[config.mk]
export PLATFORM = sky130hd
export DESIGN_NAME = mem_access_stage
export DESIGN_NICKNAME = d
export VERILOG_FILES = /design/src/rtl/mem_access_stage.sv
export SDC_FILE = /design/constraint.sdc
export NUM_CORES = 1
export LEC_CHECK = 0
export ABC_AREA = 1
export BUFFER_PORTS_ARGS = -buffer_cell sky130_fd_sc_hd__buf_2
export CAP_MARGIN = 5
export CORE_AREA = 2 2 105 107
export DETAILED_ROUTE_END_ITERATION = 12
export DIE_AREA = 0 0 107 109
export PLACE_DENSITY = 0.85
export SYNTH_ARGS = -nofsm -noshare
export SYNTH_HDL_FRONTEND = slang
export SYNTH_SLANG_ARGS = --single-unit
[constraint.sdc]
create_clock -name clock -period 2.65 [get_ports clock]
set_input_delay 0.53 -clock clock [delete_from_list [all_inputs] [get_ports clock]]
set_output_delay 0.53 -clock clock [all_outputs]
set_load 0.05 [all_outputs]
[src/rtl/mem_access_stage.sv]
// Memory-access / writeback stage behind the execute ALU: one transaction at a time,
// single-outstanding data-memory request with a cycle timeout, then a one-cycle register write.
//
// state  | meaning
// IDLE   | ready for a new transaction from execute
// ACCESS | memory request outstanding, waiting for ack or timeout
// WB     | register-file write strobe cycle
module mem_access_stage #(
   parameter int DATA_W      = 32,
   parameter int ADDR_W      = 16,
   parameter int MEM_TIMEOUT = 15
) (
   input  logic              clock,
   input  logic              reset_n,
   input  logic              ex_valid,
   output logic              ex_ready,
   input  logic [1:0]        ex_op,
   input  logic [DATA_W-1:0] alu_result,
   input  logic [DATA_W-1:0] store_data,
   input  logic [4:0]        ex_rd,
   output logic              mem_req,
   output logic              mem_we,
   output logic [ADDR_W-1:0] mem_addr,
   output logic [DATA_W-1:0] mem_wdata,
   input  logic [DATA_W-1:0] mem_rdata,
   input  logic              mem_ack,
   output logic              wb_en,
   output logic [4:0]        wb_rd,
   output logic [DATA_W-1:0] wb_data,
   output logic              mem_err
);

   typedef enum logic [1:0] {S_IDLE, S_ACCESS, S_WB} state_t;

   localparam logic [1:0] OP_ALU   = 2'b00;
   localparam logic [1:0] OP_LOAD  = 2'b01;
   localparam logic [1:0] OP_STORE = 2'b10;
   localparam logic [7:0] TMO_LAST = 8'(MEM_TIMEOUT - 1);

   state_t     state, state_nxt;
   logic [1:0] op_q;
   logic [7:0] tmo_cnt;
   logic       take;
   logic       tmo_hit;

   assign ex_ready = (state == S_IDLE);
   assign take     = ex_valid && ex_ready;
   // An ack in the final allowed cycle takes priority over the timeout.
   assign tmo_hit  = (state == S_ACCESS) && !mem_ack && (tmo_cnt == TMO_LAST);

   always_ff @(posedge clock or negedge reset_n) begin
      if (!reset_n) state <= S_IDLE;
      else          state <= state_nxt;
   end

   always_comb begin
      state_nxt = state;
      case (state)
         S_IDLE: begin
            if (take) begin
               if (ex_op == OP_ALU)                             state_nxt = S_WB;
               else if (ex_op == OP_LOAD || ex_op == OP_STORE)  state_nxt = S_ACCESS;
            end
         end
         S_ACCESS: begin
            if (mem_ack)      state_nxt = (op_q == OP_LOAD) ? S_WB : S_IDLE;
            else if (tmo_hit) state_nxt = S_IDLE;
         end
         S_WB:    state_nxt = S_IDLE;
         default: state_nxt = S_IDLE;
      endcase
   end

   always_ff @(posedge clock or negedge reset_n) begin
      if (!reset_n) begin
         op_q      <= OP_ALU;
         tmo_cnt   <= 8'd0;
         mem_req   <= 1'b0;
         mem_we    <= 1'b0;
         mem_addr  <= '0;
         mem_wdata <= '0;
         wb_en     <= 1'b0;
         wb_rd     <= 5'd0;
         wb_data   <= '0;
         mem_err   <= 1'b0;
      end else begin
         wb_en   <= 1'b0;
         mem_err <= 1'b0;
         if (take) begin
            op_q      <= ex_op;
            wb_rd     <= ex_rd;
            mem_addr  <= alu_result[ADDR_W-1:0];
            mem_wdata <= store_data;
            tmo_cnt   <= 8'd0;
            if (ex_op == OP_ALU) begin
               wb_data <= alu_result;
               wb_en   <= (ex_rd != 5'd0);
            end else if (ex_op == OP_LOAD || ex_op == OP_STORE) begin
               mem_req <= 1'b1;
               mem_we  <= (ex_op == OP_STORE);
            end
         end else if (state == S_ACCESS) begin
            if (mem_ack) begin
               mem_req <= 1'b0;
               mem_we  <= 1'b0;
               if (op_q == OP_LOAD) begin
                  wb_data <= mem_rdata;
                  wb_en   <= (wb_rd != 5'd0);
               end
            end else if (tmo_hit) begin
               mem_req <= 1'b0;
               mem_we  <= 1'b0;
               mem_err <= 1'b1;
            end else begin
               tmo_cnt <= tmo_cnt + 8'd1;
            end
         end
      end
   end

endmodule

==> metrics.md <==
| Metric | Value |
|---|---|
| Outcome | `completed` |
| Post-Syn Area | `around 4600 sq um` |
| Ports | `between 150 and 200` |
| PnR worst setup slack | `0.649 ns` |
| Cell taking the most area after synthesis | `dfrtp_1` |
| All-layer global routing usage | `19.8%` |
| CTS resizes | `0` |
| Number of CTS-inserted buffers | `9` |
| Ys async rst share | `100%` |
| Post-synth top cells | `nand2_1 (340), dfrtp_1 (101), nand3_1 (43)` |
| Chip height | `roughly 110 um` |
| Antenna viol nets, final | `0` |
| Critical path arrival | `2.24 ns` |
| Synthesized area per cell | `7.95 sq um` |
| Bufs on Longest Clock Path | `2` |
| Max Slew Vio Count | `0` |
| Clock-pin slew on the worst setup and hold paths | `0.11 ns` |
| Vias in the first global route | `between 4000 and 5000` |
| Syn nets | `696` |
| Synth Register Bits | `101` |
| Cell leakage power | `3.55 nW` |
| RSZ-0062 raised after global routing | `false` |
| Nets | `882` |
| Synthesis warning total | `0` |
| Wire per inst | `12.8 um` |
| Via-to-Cell Ratio | `4.74` |
| Slew @ Worst Pin | `~0.83 ns` |
| Clk sink count | `101` |
| Detailed-route DRC error count | `0` |
| Root Driver | `clkbuf_8` |
| Pwr dens | `roughly 1400 nW/um^2` |
| Crit Path Class | `flop to flop` |
| Routed via count | `4344` |
| Minimum clock period after layout | `2.00 ns` |
| IO buf count | `slightly below 200` |
| Post-synth top area share | `between 50% and 60%` |
| P&R area growth vs syn | `26.6%` |
| Syn Inst Count | `between 500 and 600` |
| Die area | `approximately 12000 sq um` |
| Max Cap Viol | `0` |
| Number of H-tree levels | `3` |
| Global-route wire length before repair | `18300 um` |
| Final Skew | `0.0154 ns` |
| Endpoints failing hold | `0` |
| Rows | `38` |
| Diodes inserted | `0` |
| VDD IR max | `between 700 and 800 uV` |
| Worst setup EP type | `flop` |
| Post-detail-place hpwl | `8620 um` |
| Final setup fails | `0` |
| TritonCTS clock tree | `yes` |
| Synth area leaders | `dfrtp_1 (54%), nand2_1 (27%), nand3_1 (4.6%)` |
| Worst rel slew slack | `44.3%` |
| Sequential share of the synthesized area | `54.4%` |
| Iter 0 DRT Violations | `235` |
| Worst-Skew Late Latency | `0.36 ns` |
| Die Wd | `107 um` |
| Crit Path Max Fanout | `33` |
| First-pass DRT Iterations | `5` |
| Fin util | `55.5%` |
| Initial antenna violation count | `0` |
| HP Class | `input pin to async pin` |
| Share of layout cells above drive strength 1 | `between 20 and 30%` |
| Max Freq | `500 MHz` |
| Final wirelength | `11700 um` |
| Hold buffer count at cts | `0` |
| Netlist cell types | `24` |
| Final Cell Area | `approximately 5900 sq um` |
| Worst hold slack | `0.0173 ns` |
| Post-Route Setup TNS | `0 ns` |
| Gp weighted congestion | `0.843` |
| CP required | `2.89 ns` |
| Initial core utilization | `43.9%` |
| Cell area after placement | `~5700 sq um` |
| Number of synthesized flops with an enable pin | `0` |
| Post-CTS setup repair buffer count | `0` |
| Global route overflow | `0` |
| Dominant cell by count in the synthesized netlist | `nand2_1` |
| Ys flop type | `dfrtp_1` |
| Critical Path Start Type | `flop` |
| Core Region | `~11000 sq um` |
| Largest net degree at the start of global routing | `53` |
| Final Cycle Share | `75.5%` |
| Post-place setup slack | `0.464 ns` |
## critical path, cell delays in order, from the launching register on
cell     delay, ns
dfrtp_1       0.44
nor2_4        0.16
nand2_4       0.10
buf_4         0.24
o21ai_4       0.34
nand2_4       0.37
nand2_1       0.16
nand2_1       0.06
## registers in the layout, summed over array words and instances (netlist names)
register   cells
mem_wdata     32
wb_data       32
mem_addr      16
tmo_cnt        8
wb_rd          5
op_q           2
state          2
mem_err        1
mem_req        1
mem_we         1
wb_en          1
## final timing paths
path / startpoint / endpoint / slack, ns / depth (start not counted)
setup / recovery: state[1]$_DFFE_PN0P_ / wb_data[18]$_DFFE_PN0P_ / 0.65 / 7
min in group clock: store_data[25] / mem_wdata[25]$_DFFE_PN0P_ / 0.36 / 3
setup reg to reg: state[1]$_DFFE_PN0P_ / wb_data[18]$_DFFE_PN0P_ / 0.65 / 7
hold / removal: reset_n / mem_we$_DFFE_PN0P_ / 0.02 / 1
max in group asynchronous: reset_n / tmo_cnt[3]$_DFFE_PN0P_ / 1.92 / 2
hold reg to reg: wb_data[10]$_DFFE_PN0P_ / wb_data[10]$_DFFE_PN0P_ / 0.48 / 2
## routing by layer
layer	wire, um	vias up	GRT usage (%)
met1	4920	1964	25.0
li1	-	2186	-
met2	5770	177	34.0
met5	0	-	0
met3	817	17	3.95
met4	216	0	6.77
## cell usage in the layout, fill, tap and decap left out, types with 2 or more instances in the layout
cell      netlist  final
nand2_1       340    340
buf_2          13    195
dfrtp_1       101    101
nand3_1        43     43
inv_1          19     19
nor2_1         12     12
o21ai_0        10     10
clkbuf_8        0     10
nand4_1         8      8
buf_4           8      7
nor3_1          4      4
ha_1            4      4
nor2_4          3      3
nand2_4         3      3
nand2_2         2      2
clkinv_4        1      2
## per-stage QoR
stage / std cells / total power, mW
finish: 916 / 8.22
CTS: 916 / 8.29
global placement: 900 / 7.16
detailed placement: 900 / 7.25
floorplan: 585 / 6.18
global route: 916 / 8.73
## cells by family after synthesis
kind of cell	share of synthesized area [%]
AOI/OAI and AO/OA	1.59
DFF	54.4
xor gates and xnor gates	0.188
and+or+nand+nor	36.8
buffers and inverters	5.95
adders and majority gates	1.08
## layout make-up
type / count / area, sq um
tap: 140 / 175
multi-input combinational: 436 / 1850
clock buffer: 11 / 141
timing repair buffer: 203 / 1050
clock inverter: 5 / 66.3
inverter: 20 / 80.1
sequential: 101 / 2530
fill: 1025 / 4720
## where the power goes
| part | switching [mW] | internal, mW |
|---|---|---|
| Clock | 0.548 | 0.475 |
| Sequential | 0.374 | 2.20 |
| Combinational | 3.64 | 0.981 |
| Total | 4.56 | 3.65 |
Note: power is estimated with default switching activity, not from simulation.
